File: config.mk
export PLATFORM = sky130hd
export DESIGN_NAME = sm4_block_packer_flat
export DESIGN_NICKNAME = d
export VERILOG_FILES = /design/src/rtl/sm4_block_packer_if.sv /design/src/rtl/sm4_block_packer.sv /design/src/flat_wrapper.sv
export SDC_FILE = /design/constraint.sdc
export NUM_CORES = 1
export LEC_CHECK = 0
export BUFFER_PORTS_ARGS = -buffer_cell sky130_fd_sc_hd__buf_2
export CORE_AREA = 2 2 269 271
export DETAILED_ROUTE_END_ITERATION = 12
export DIE_AREA = 0 0 271 273
export HOLD_SLACK_MARGIN = 0.12
export PLACE_DENSITY = 0.49
export REMOVE_ABC_BUFFERS = 1
export SLEW_MARGIN = 40
export SYNTH_ARGS = -nofsm -noshare
export SYNTH_HDL_FRONTEND = slang
export SYNTH_SLANG_ARGS = --single-unit
File: constraint.sdc
create_clock -name clk_i -period 5.4 [get_ports clk_i]
set_input_delay 0.54 -clock clk_i [delete_from_list [all_inputs] [get_ports clk_i]]
set_output_delay 0.54 -clock clk_i [all_outputs]
set_load 0.02 [all_outputs]
File: src/rtl/sm4_block_packer_if.sv
// Word-stream / SM4-group bus between the block packer (slave) and its environment (master).
interface sm4_block_packer_if #(
  parameter int word_width_p = 32,
  parameter int group_size_p = 128
);
  logic [word_width_p-1:0] word_i;
  logic                    word_v_i;
  logic                    word_ready_o;
  logic [group_size_p-1:0] key_i;
  logic                    decode_i;
  logic [group_size_p-1:0] content_o;
  logic [group_size_p-1:0] key_o;
  logic                    decode_o;
  logic                    v_o;
  logic                    ready_i;
  logic [group_size_p-1:0] crypt_i;
  logic                    crypt_ack_i;
  logic [group_size_p-1:0] iv_i;
  logic                    iv_load_i;
  logic                    busy_o;

  modport slave (
    input  word_i, word_v_i, key_i, decode_i, ready_i, crypt_i, crypt_ack_i, iv_i, iv_load_i,
    output word_ready_o, content_o, key_o, decode_o, v_o, busy_o
  );

  modport master (
    output word_i, word_v_i, key_i, decode_i, ready_i, crypt_i, crypt_ack_i, iv_i, iv_load_i,
    input  word_ready_o, content_o, key_o, decode_o, v_o, busy_o
  );
endinterface

File: src/rtl/sm4_block_packer.sv
// Packs four words into one SM4 group (word 0 at [31:0]), double-buffered; v_o one edge after word 3, word_ready_o low while asm is full.
// Optional CBC chaining of encrypt groups under `SM4_PACKER_CBC_EN; default build is ECB only.
module sm4_block_packer #(
  parameter int word_width_p = 32,
  parameter int group_size_p = 128
) (
  input  logic              clk_i,
  input  logic              reset_ni,
  sm4_block_packer_if.slave io
);

  logic                    alive_q;
  logic [1:0]              cnt_q, cnt_d;
  logic [group_size_p-1:0] asm_q, asm_d;
  logic [group_size_p-1:0] asm_key_q, asm_key_d;
  logic                    asm_dec_q, asm_dec_d;
  logic                    asm_full_q, asm_full_d;
  logic [group_size_p-1:0] out_q, out_d;
  logic [group_size_p-1:0] out_key_q, out_key_d;
  logic                    out_dec_q, out_dec_d;
  logic                    out_full_q, out_full_d;
  logic                    in_flight_q, in_flight_d;

  logic word_ready;
  logic word_acc;
  logic out_vld;
  logic out_fire;
  logic xfer;
  logic cbc_gate;

  // alive_q keeps word_ready_o low until the first edge after reset release
  assign word_ready = alive_q & ~asm_full_q;
  assign word_acc   = io.word_v_i & word_ready;
  assign out_vld    = out_full_q & ~cbc_gate;
  assign out_fire   = out_vld & io.ready_i;
  assign xfer       = asm_full_q & (~out_full_q | out_fire);

  always_comb begin
    cnt_d       = cnt_q;
    asm_d       = asm_q;
    asm_key_d   = asm_key_q;
    asm_dec_d   = asm_dec_q;
    asm_full_d  = asm_full_q;
    out_d       = out_q;
    out_key_d   = out_key_q;
    out_dec_d   = out_dec_q;
    out_full_d  = out_full_q;
    in_flight_d = in_flight_q;

    if (word_acc) begin
      asm_d[int'(cnt_q) * word_width_p +: word_width_p] = io.word_i;
      if (cnt_q == 2'd0) begin
        asm_key_d = io.key_i;
        asm_dec_d = io.decode_i;
      end
      cnt_d = cnt_q + 2'd1;
      if (cnt_q == 2'd3) begin
        asm_full_d = 1'b1;
      end
    end

    if (xfer) begin
      asm_full_d = 1'b0;
      out_d      = asm_q;
      out_key_d  = asm_key_q;
      out_dec_d  = asm_dec_q;
      out_full_d = 1'b1;
    end else if (out_fire) begin
      out_full_d = 1'b0;
    end

    // a new issue on the same edge as an ack leaves a group in flight
    if (out_fire) begin
      in_flight_d = 1'b1;
    end else if (io.crypt_ack_i) begin
      in_flight_d = 1'b0;
    end
  end

  always_ff @(posedge clk_i or negedge reset_ni) begin
    if (!reset_ni) begin
      alive_q     <= 1'b0;
      cnt_q       <= 2'd0;
      asm_q       <= '0;
      asm_key_q   <= '0;
      asm_dec_q   <= 1'b0;
      asm_full_q  <= 1'b0;
      out_q       <= '0;
      out_key_q   <= '0;
      out_dec_q   <= 1'b0;
      out_full_q  <= 1'b0;
      in_flight_q <= 1'b0;
    end else begin
      alive_q     <= 1'b1;
      cnt_q       <= cnt_d;
      asm_q       <= asm_d;
      asm_key_q   <= asm_key_d;
      asm_dec_q   <= asm_dec_d;
      asm_full_q  <= asm_full_d;
      out_q       <= out_d;
      out_key_q   <= out_key_d;
      out_dec_q   <= out_dec_d;
      out_full_q  <= out_full_d;
      in_flight_q <= in_flight_d;
    end
  end

`ifdef SM4_PACKER_CBC_EN
  logic [group_size_p-1:0] chain_q, chain_d;
  logic                    flight_dec_q, flight_dec_d;

  // chain source: returned ciphertext (encrypt) or issued ciphertext (decrypt); an IV load overrides both
  always_comb begin
    chain_d      = chain_q;
    flight_dec_d = flight_dec_q;
    if (out_fire) begin
      flight_dec_d = out_dec_q;
    end
    if (io.crypt_ack_i && in_flight_q && !flight_dec_q) begin
      chain_d = io.crypt_i;
    end
    if (out_fire && out_dec_q) begin
      chain_d = out_q;
    end
    if (io.iv_load_i) begin
      chain_d = io.iv_i;
    end
  end

  always_ff @(posedge clk_i or negedge reset_ni) begin
    if (!reset_ni) begin
      chain_q      <= '0;
      flight_dec_q <= 1'b0;
    end else begin
      chain_q      <= chain_d;
      flight_dec_q <= flight_dec_d;
    end
  end

  assign cbc_gate     = in_flight_q;
  assign io.content_o = out_dec_q ? out_q : (out_q ^ chain_q);
`else
  logic unused_ecb;
  assign unused_ecb   = ^{io.iv_i, io.iv_load_i, io.crypt_i};
  assign cbc_gate     = 1'b0;
  assign io.content_o = out_q;
`endif

  assign io.word_ready_o = word_ready;
  assign io.key_o        = out_key_q;
  assign io.decode_o     = out_dec_q;
  assign io.v_o          = out_vld;
  assign io.busy_o       = (cnt_q != 2'd0) | asm_full_q | out_full_q | in_flight_q;

endmodule
File: src/flat_wrapper.sv
// flat-port wrapper written by rule: the top's interface ports become plain ports
module sm4_block_packer_flat 
#(
  parameter int word_width_p = 32,
  parameter int group_size_p = 128
)
  (clk_i, reset_ni, io_word_i, io_word_v_i, io_key_i, io_decode_i, io_ready_i, io_crypt_i, io_crypt_ack_i, io_iv_i, io_iv_load_i, io_word_ready_o, io_content_o, io_key_o, io_decode_o, io_v_o, io_busy_o);
  sm4_block_packer_if #(.word_width_p(word_width_p), .group_size_p(group_size_p)) io_i ();
  input  logic clk_i;
  input  logic reset_ni;
  input wire logic [$bits(io_i.word_i)-1:0] io_word_i;
  input wire logic [$bits(io_i.word_v_i)-1:0] io_word_v_i;
  input wire logic [$bits(io_i.key_i)-1:0] io_key_i;
  input wire logic [$bits(io_i.decode_i)-1:0] io_decode_i;
  input wire logic [$bits(io_i.ready_i)-1:0] io_ready_i;
  input wire logic [$bits(io_i.crypt_i)-1:0] io_crypt_i;
  input wire logic [$bits(io_i.crypt_ack_i)-1:0] io_crypt_ack_i;
  input wire logic [$bits(io_i.iv_i)-1:0] io_iv_i;
  input wire logic [$bits(io_i.iv_load_i)-1:0] io_iv_load_i;
  output wire logic [$bits(io_i.word_ready_o)-1:0] io_word_ready_o;
  output wire logic [$bits(io_i.content_o)-1:0] io_content_o;
  output wire logic [$bits(io_i.key_o)-1:0] io_key_o;
  output wire logic [$bits(io_i.decode_o)-1:0] io_decode_o;
  output wire logic [$bits(io_i.v_o)-1:0] io_v_o;
  output wire logic [$bits(io_i.busy_o)-1:0] io_busy_o;
  assign io_i.word_i = io_word_i;
  assign io_i.word_v_i = io_word_v_i;
  assign io_i.key_i = io_key_i;
  assign io_i.decode_i = io_decode_i;
  assign io_i.ready_i = io_ready_i;
  assign io_i.crypt_i = io_crypt_i;
  assign io_i.crypt_ack_i = io_crypt_ack_i;
  assign io_i.iv_i = io_iv_i;
  assign io_i.iv_load_i = io_iv_load_i;
  assign io_word_ready_o = io_i.word_ready_o;
  assign io_content_o = io_i.content_o;
  assign io_key_o = io_i.key_o;
  assign io_decode_o = io_i.decode_o;
  assign io_v_o = io_i.v_o;
  assign io_busy_o = io_i.busy_o;
  sm4_block_packer #(.word_width_p(word_width_p), .group_size_p(group_size_p)) u_core (.clk_i(clk_i), .reset_ni(reset_ni), .io(io_i));
endmodule
==> results of run 1 <==
## report_power, final
part	internal (W)	leakage, nW	switching (W)
clock network	0.00242	0.980	0.00161
logic	0.00271	5.44	0.00292
registers	0.00558	6.71	0.000861
total	0.0107	13.1	0.00539
## sequential cells by signal, indices dropped and copies added (netlist names)
name	flops
u_core.io.content_o	128
u_core.asm_full_q	1
u_core.io.key_o	128
u_core.in_flight_q	1
u_core.asm_q	128
u_core.alive_q	1
u_core.asm_key_q	128
u_core.io.v_o	1
u_core.asm_dec_q	1
u_core.io.decode_o	1
u_core.cnt_q	2
## cell usage after synthesis, drive strengths merged
| cell type | n |
|---|---|
| mux2 | 386 |
| inv | 4 |
| conb | 1 |
| nor3b | 1 |
| o21ai | 33 |
| ha | 6 |
| a22o | 96 |
| a31oi | 1 |
| or3b | 1 |
| nor2 | 2 |
| nand2b | 3 |
| nor3 | 1 |
| xnor2 | 1 |
| a21oi | 1 |
| clkbuf | 18 |
| mux2i | 1 |
| nor4 | 3 |
| nor2b | 1 |
| buf | 53 |
| nand2 | 67 |
| nand3 | 1 |
| nand4b | 4 |
| dfrtp | 520 |
## stage by stage
step           utilization  TNS [ps]  instance area (um^2)  setup WS [ps]  total power [W]
3_3_place_gp         0.324         0                 23000           2350           0.0120
3_5_place_dp         0.326         0                 23100           2290           0.0122
2_1_floorplan            -   -393630                 19400          -1530           0.0105
4_1_cts              0.362         0                 25700           2280           0.0164
5_1_grt              0.362         0                 25700           2130           0.0171
6_report             0.362         0                 25700           2340           0.0161
## final cells by class
class | count | share of cell area
Sequential cell | 520 | 0.506
Multi-Input combinational cell | 610 | 0.250
Timing Repair Buffer | 506 | 0.120
Clock buffer | 99 | 0.0719
Tap cell | 950 | 0.0462
Clock inverter | 12 | 0.00584
Inverter | 4 | 0.000584
Antenna cell | 3 | 0.000292
## how the worst max path moves through the flow
stage | endpoint | slack, ps | cells past startpoint
final | u_core.asm_key_q[109] | 2340 | 5
after global routing | u_core.asm_key_q[109] | 2130 | 5
after CTS | u_core.asm_key_q[5] | 2280 | 5
after detailed placement | u_core.asm_key_q[68] | 2290 | 5
after global placement | u_core.asm_key_q[109] | 2350 | 5
after floorplan | u_core.io.content_o[0] | -1530 | 3
## cells by family after synthesis
group	after synthesis
AOI/OAI and AO/OA	131
xor gates and xnor gates	1
adders and majority gates	6
buffers and inverters	75
DFF	520
muxes	387
other	1
and+or+nand+nor	84
## critical path: cells and delay by family (launching register included)
kind / cells / cell delay [ps]
buffers and inverters: 2 / 730
and+or+nand+nor: 1 / 660
adders and majority gates: 1 / 510
DFF: 1 / 500
muxes: 1 / 390
## routing by layer
metal / share of wire / track usage / up-vias / wire [um]
li1: - / - / 5301 / -
met1: 0.46 / 0.193 / 6079 / 24300
met2: 0.45 / 0.218 / 352 / 24000
met3: 0.067 / 0.0409 / 65 / 3540
met4: 0.021 / 0.0361 / 6 / 1140
met5: 0.00074 / 0 / - / 39
==> metrics.cfg, run 1 <==
[synthesis]
muxShareOfSynthArea=0.242
avgSynthCellArea_um2=16.6
synth_top_family_by_area=multiplexers
synth_compound_area_frac=0.0510
yosys.area_share.adder=0.00376
ys_warn_count=0
synth-simple-area-share=0.0230
yosysUniqueCellTypes=32
synth_area_leader_cell=dfrtp_1
syn_inst=1205
synth-xor-area-share=0.000439
synth_top_cell_area_share=0.652
synth-seq-area-share=0.652
yosys_register_bits=520
syn_area_mm2=0.0199
synth_area_leaders=dfrtp_1 (65%), mux2_2 (15%), mux2_4 (9.5%), a22o_1 (4.2%), nand2_1 (1.3%)

[clocking]
holdBufCountCts=56
cts_buffer_depth=3
cts_tree=yes
post_cts_buffers=0
clock_latency_ps=610
clock_sinks=520
clk_pin_slew_ps=60
cts_resized=0
numCtsBuffers=60
ctsHtreeMaxLevel=2
cts_root_buffer=clkbuf_16

[layout]
regArea_mm2=0.0130
fin_nets=2131
most-common-layout-cells=dfrtp_1 (520), buf_2 (424), mux2_2 (260)
area_growth_pct=28.9
fill_cells=6862
final_common_cell=dfrtp_1
final-instance-count-excl-fill=2704
multi_input_area_mm2=0.00642
drive_above_1_share=0.536

[detailed_routing]
viasPerCell=4.37
first_iter_violations=584
wl_per_cell_um=19.6
first_pass_iters=4
drc=0
ant_nets=0
vias=11803
drt-total-wl_mm=53.0

[place]
dp_cells=2533
dpl.hpwl_mm=34.8
portBuffers=425
routabilityCongestion=0.802

[timing]
finalHoldViolCount=0
hold_slack_ps=170
maxSlewViolCount=0
rsz0062_at_grt=no
relSlewSlack=0.492
setup_viol=0
finalCriticalPeriod_ps=3060
fmaxAchievable_ghz=0.326
period_share=0.568
worstMarginPinSlew_ps=762
fin_skew_ps=11.0

[setup_path]
required_ps=5890
cp-start-kind=flip-flop
worst_path_largest_cell_delay_ps=660
crit_arrival_ps=3550
rr_startpoint=u_core.cnt_q[0]
rr_endpoint=u_core.asm_key_q[109]
worstPathCellList=inv_1 > ha_1 > nand4b_4 > buf_12 > mux2_4
end_kind=flip-flop
critPathMaxFanout=62
r2r_slack_ps=2340
criticalPathCategory=flip-flop to flip-flop
cp-startpoint=u_core.cnt_q[0]
ff2ff_path_depth=5
cp_slowest_cell=nand4b_4

[die]
std_cell_rows=98
die_h_um=273
ioPinCount=683
start_util=0.281
dieArea_mm2=0.0740
die_w_um=271
core_mm2=0.0710

[pwr]
p_leak_nw=13.1
power_per_cell_area_mw_per_mm2=626
vdd_drop_max_mv=0.294

[grt]
grt_start_max_net_pins=139
grt_util_all_layers=0.141
antenna_found_initial=8
grt_pass1_wl_mm=80.7
first_global_vias=12798
grt_remaining_overflow=0

[run]
max_cap_viol_count=0

[outcome]
status=completed

[worst_hold_path]
hold_path_class=input port to flip-flop
whs_path_depth=2
min_to=u_core.asm_key_q[86]
hold_start=io_key_i[86]

(Power assumes the default switching activity.)
==> run 2, diff against run 1 <==
--- a/config.mk
+++ b/config.mk
@@ -5,12 +5,13 @@
 export SDC_FILE = /design/constraint.sdc
 export NUM_CORES = 1
 export LEC_CHECK = 0
+export ABC_AREA = 1
 export BUFFER_PORTS_ARGS = -buffer_cell sky130_fd_sc_hd__buf_2
-export CORE_AREA = 2 2 269 271
+export CORE_AREA = 2 2 263 265
 export DETAILED_ROUTE_END_ITERATION = 12
-export DIE_AREA = 0 0 271 273
+export DIE_AREA = 0 0 265 267
 export HOLD_SLACK_MARGIN = 0.12
-export PLACE_DENSITY = 0.49
+export PLACE_DENSITY = 0.53
 export REMOVE_ABC_BUFFERS = 1
 export SLEW_MARGIN = 40
 export SYNTH_ARGS = -nofsm -noshare
==> constraint.sdc (replaced) <==
create_clock -name clk_i -period 2.8 [get_ports clk_i]
set_input_delay 0.28 -clock clk_i [delete_from_list [all_inputs] [get_ports clk_i]]
set_output_delay 0.28 -clock clk_i [all_outputs]
set_load 0.02 [all_outputs]
==> metrics.cfg, run 2 <==
[clocking]
cts_resized=0
post_cts_buffers=0
holdBufCountCts=166
clk_pin_slew_ps=60
cts_root_buffer=clkbuf_16
cts_tree=yes
cts_buffer_depth=3
numCtsBuffers=58
clock_sinks=520
ctsHtreeMaxLevel=2
clock_latency_ps=610

[synthesis]
synth-xor-area-share=0.000429
syn_area_mm2=0.0204
muxShareOfSynthArea=0
yosys.area_share.adder=0.00368
synth_compound_area_frac=0.000797
synth-async-reset-ratio=1.00
yosys_register_bits=520
synth_top_cell_area_share=0.637
avgSynthCellArea_um2=8.37
synth-simple-area-share=0.325
synth_most_common_cell=nand2_1
syn_inst=2439
ys_warn_count=0
synth_edf_count=0
synth-seq-area-share=0.637
synth_top_family_by_area=simple AND/OR/NAND/NOR gates
netlist_top_cells_count=nand2_1 (1604), dfrtp_1 (520), nor2_1 (133), buf_2 (61), clkbuf_1 (50)
synth_area_leader_cell=dfrtp_1
yosysUniqueCellTypes=19
synth_area_leaders=dfrtp_1 (64%), nand2_1 (29%), nor2_1 (2.4%), buf_2 (1.5%), clkbuf_1 (0.92%)
synth_flop_cell=dfrtp_1

[die]
dieArea_mm2=0.0708
std_cell_rows=96
start_util=0.300
core_mm2=0.0680
ioPinCount=683
die_h_um=267
die_w_um=265

[pwr]
vdd_drop_max_mv=0.515
p_leak_nw=15.8
power_per_cell_area_mw_per_mm2=1140
power_w=0.0316

[grt]
grt_remaining_overflow=0
grt_start_max_net_pins=128
antenna_found_initial=10
first_global_vias=17260
grt_util_all_layers=0.185
grt_pass1_wl_mm=102

[detailed_routing]
viasPerCell=4.40
ant_nets=0
drt-total-wl_mm=65.8
drc=0
wl_per_cell_um=16.7
vias=17374
first_iter_violations=1152
first_pass_iters=5

[place]
routabilityCongestion=0.762
placed_cell_area_mm2=0.0238
dpl.hpwl_mm=42.2
dp_slack_ps=584
portBuffers=425

[setup_path]
critPathMaxFanout=35
worstPathCellList=inv_1 > ha_1 > nand3_4 > buf_12 > nand2_1 > nand2_1
end_kind=flip-flop
required_ps=3280
cp-start-kind=flip-flop
timing.critical_path.mode_cell=nand2_1
r2r_slack_ps=590
crit_arrival_ps=2700
cp_slowest_cell=nand3_4
worst_path_largest_cell_delay_ps=570
criticalPathCategory=flip-flop to flip-flop

[timing]
hold_slack_ps=232
setup_viol=0
period_share=0.790
rsz0062_at_grt=no
maxSlewViolCount=0
finalHoldViolCount=0
worstMarginPinSlew_ps=813
relSlewSlack=0.458
finalCriticalPeriod_ps=2210
setup_slack_ps=587
fmaxAchievable_ghz=0.452
fin_skew_ps=14.3

[layout]
final_common_cell=nand2_1
fin_nets=3442
area_growth_pct=35.2
most-common-layout-cells=nand2_1 (1601), dfrtp_1 (519), buf_2 (424)
drive_above_1_share=0.194
stdcell_area_mm2=0.0276

[run]
max_cap_viol_count=0

[worst_hold_path]
hold_path_class=input port to asynchronous set/reset pin

[outcome]
status=completed

==> run 2: layer usage <==
| layer | track usage | vias to the layer above | routed length [um] |
|---|---|---|---|
| met3 | 0.0469 | 95 | 4510 |
| li1 | - | 8487 | - |
| met1 | 0.269 | 8251 | 31900 |
| met2 | 0.276 | 531 | 28000 |
| met5 | 0 | - | 67 |
| met4 | 0.0424 | 10 | 1300 |
==> run 2: critical path, delay by kind of cell (launching register included) <==
kind | cells | cell delay [ps]
buffers and inverters | 2 | 560
flip-flops | 1 | 440
adder cells (fa/ha/maj) | 1 | 300
AND/OR/NAND/NOR | 3 | 710
==> run 2: worst paths after layout <==
check / from / end / cells after the start
setup / recovery: u_core.cnt_q[1] / u_core.asm_key_q[81] / 6
hold / removal: reset_ni / u_core.io.content_o[27] / 2
setup reg to reg: u_core.cnt_q[1] / u_core.asm_key_q[81] / 6
hold reg to reg: u_core.asm_key_q[112] / u_core.io.key_o[112] / 2
max in group asynchronous: reset_ni / u_core.asm_q[99] / 3
min in group clk_i: io_key_i[115] / u_core.asm_key_q[115] / 4
==> run 2: power breakdown <==
part | leakage, nW | switching [W] | internal (W) | total (W)
combinational | 7.84 | 0.00769 | 0.00344 | 0.0111
clock | 1.04 | 0.00327 | 0.00507 | 0.00833
sequential | 6.88 | 0.00160 | 0.0105 | 0.0121
total | 15.8 | 0.0126 | 0.0190 | 0.0316
==> run 2: cells by family (layout without fill, tap and decap cells) <==
kind of cell | Yosys count | after routing
XOR/XNOR | 1 | 1
AO/OA/AOI/OAI | 3 | 3
buffers and inverters | 150 | 772
adder cells (fa/ha/maj) | 6 | 6
other | 1 | 5
AND/OR/NAND/NOR | 1758 | 1758
flip-flops | 520 | 520
==> run 2: final cells by class <==
class	instances	area (um^2)
diodes	4	10.0
inverters	23	93.8
flip-flops and latches	520	13000
repair buffers	641	4470
multi-input cells	1769	6800
well taps	882	1100
clock inverters	29	412
clock buffers	79	1690
fillers	6898	40400
==> run 2: through the flow <==
stage	utilization	cells	TNS, ps
final	0.406	3947	0
after global routing	0.406	3946	0
after CTS	0.406	3943	0
after detailed placement	0.350	3669	0
after global placement	0.350	3669	0
after floorplan	-	2312	-2236230
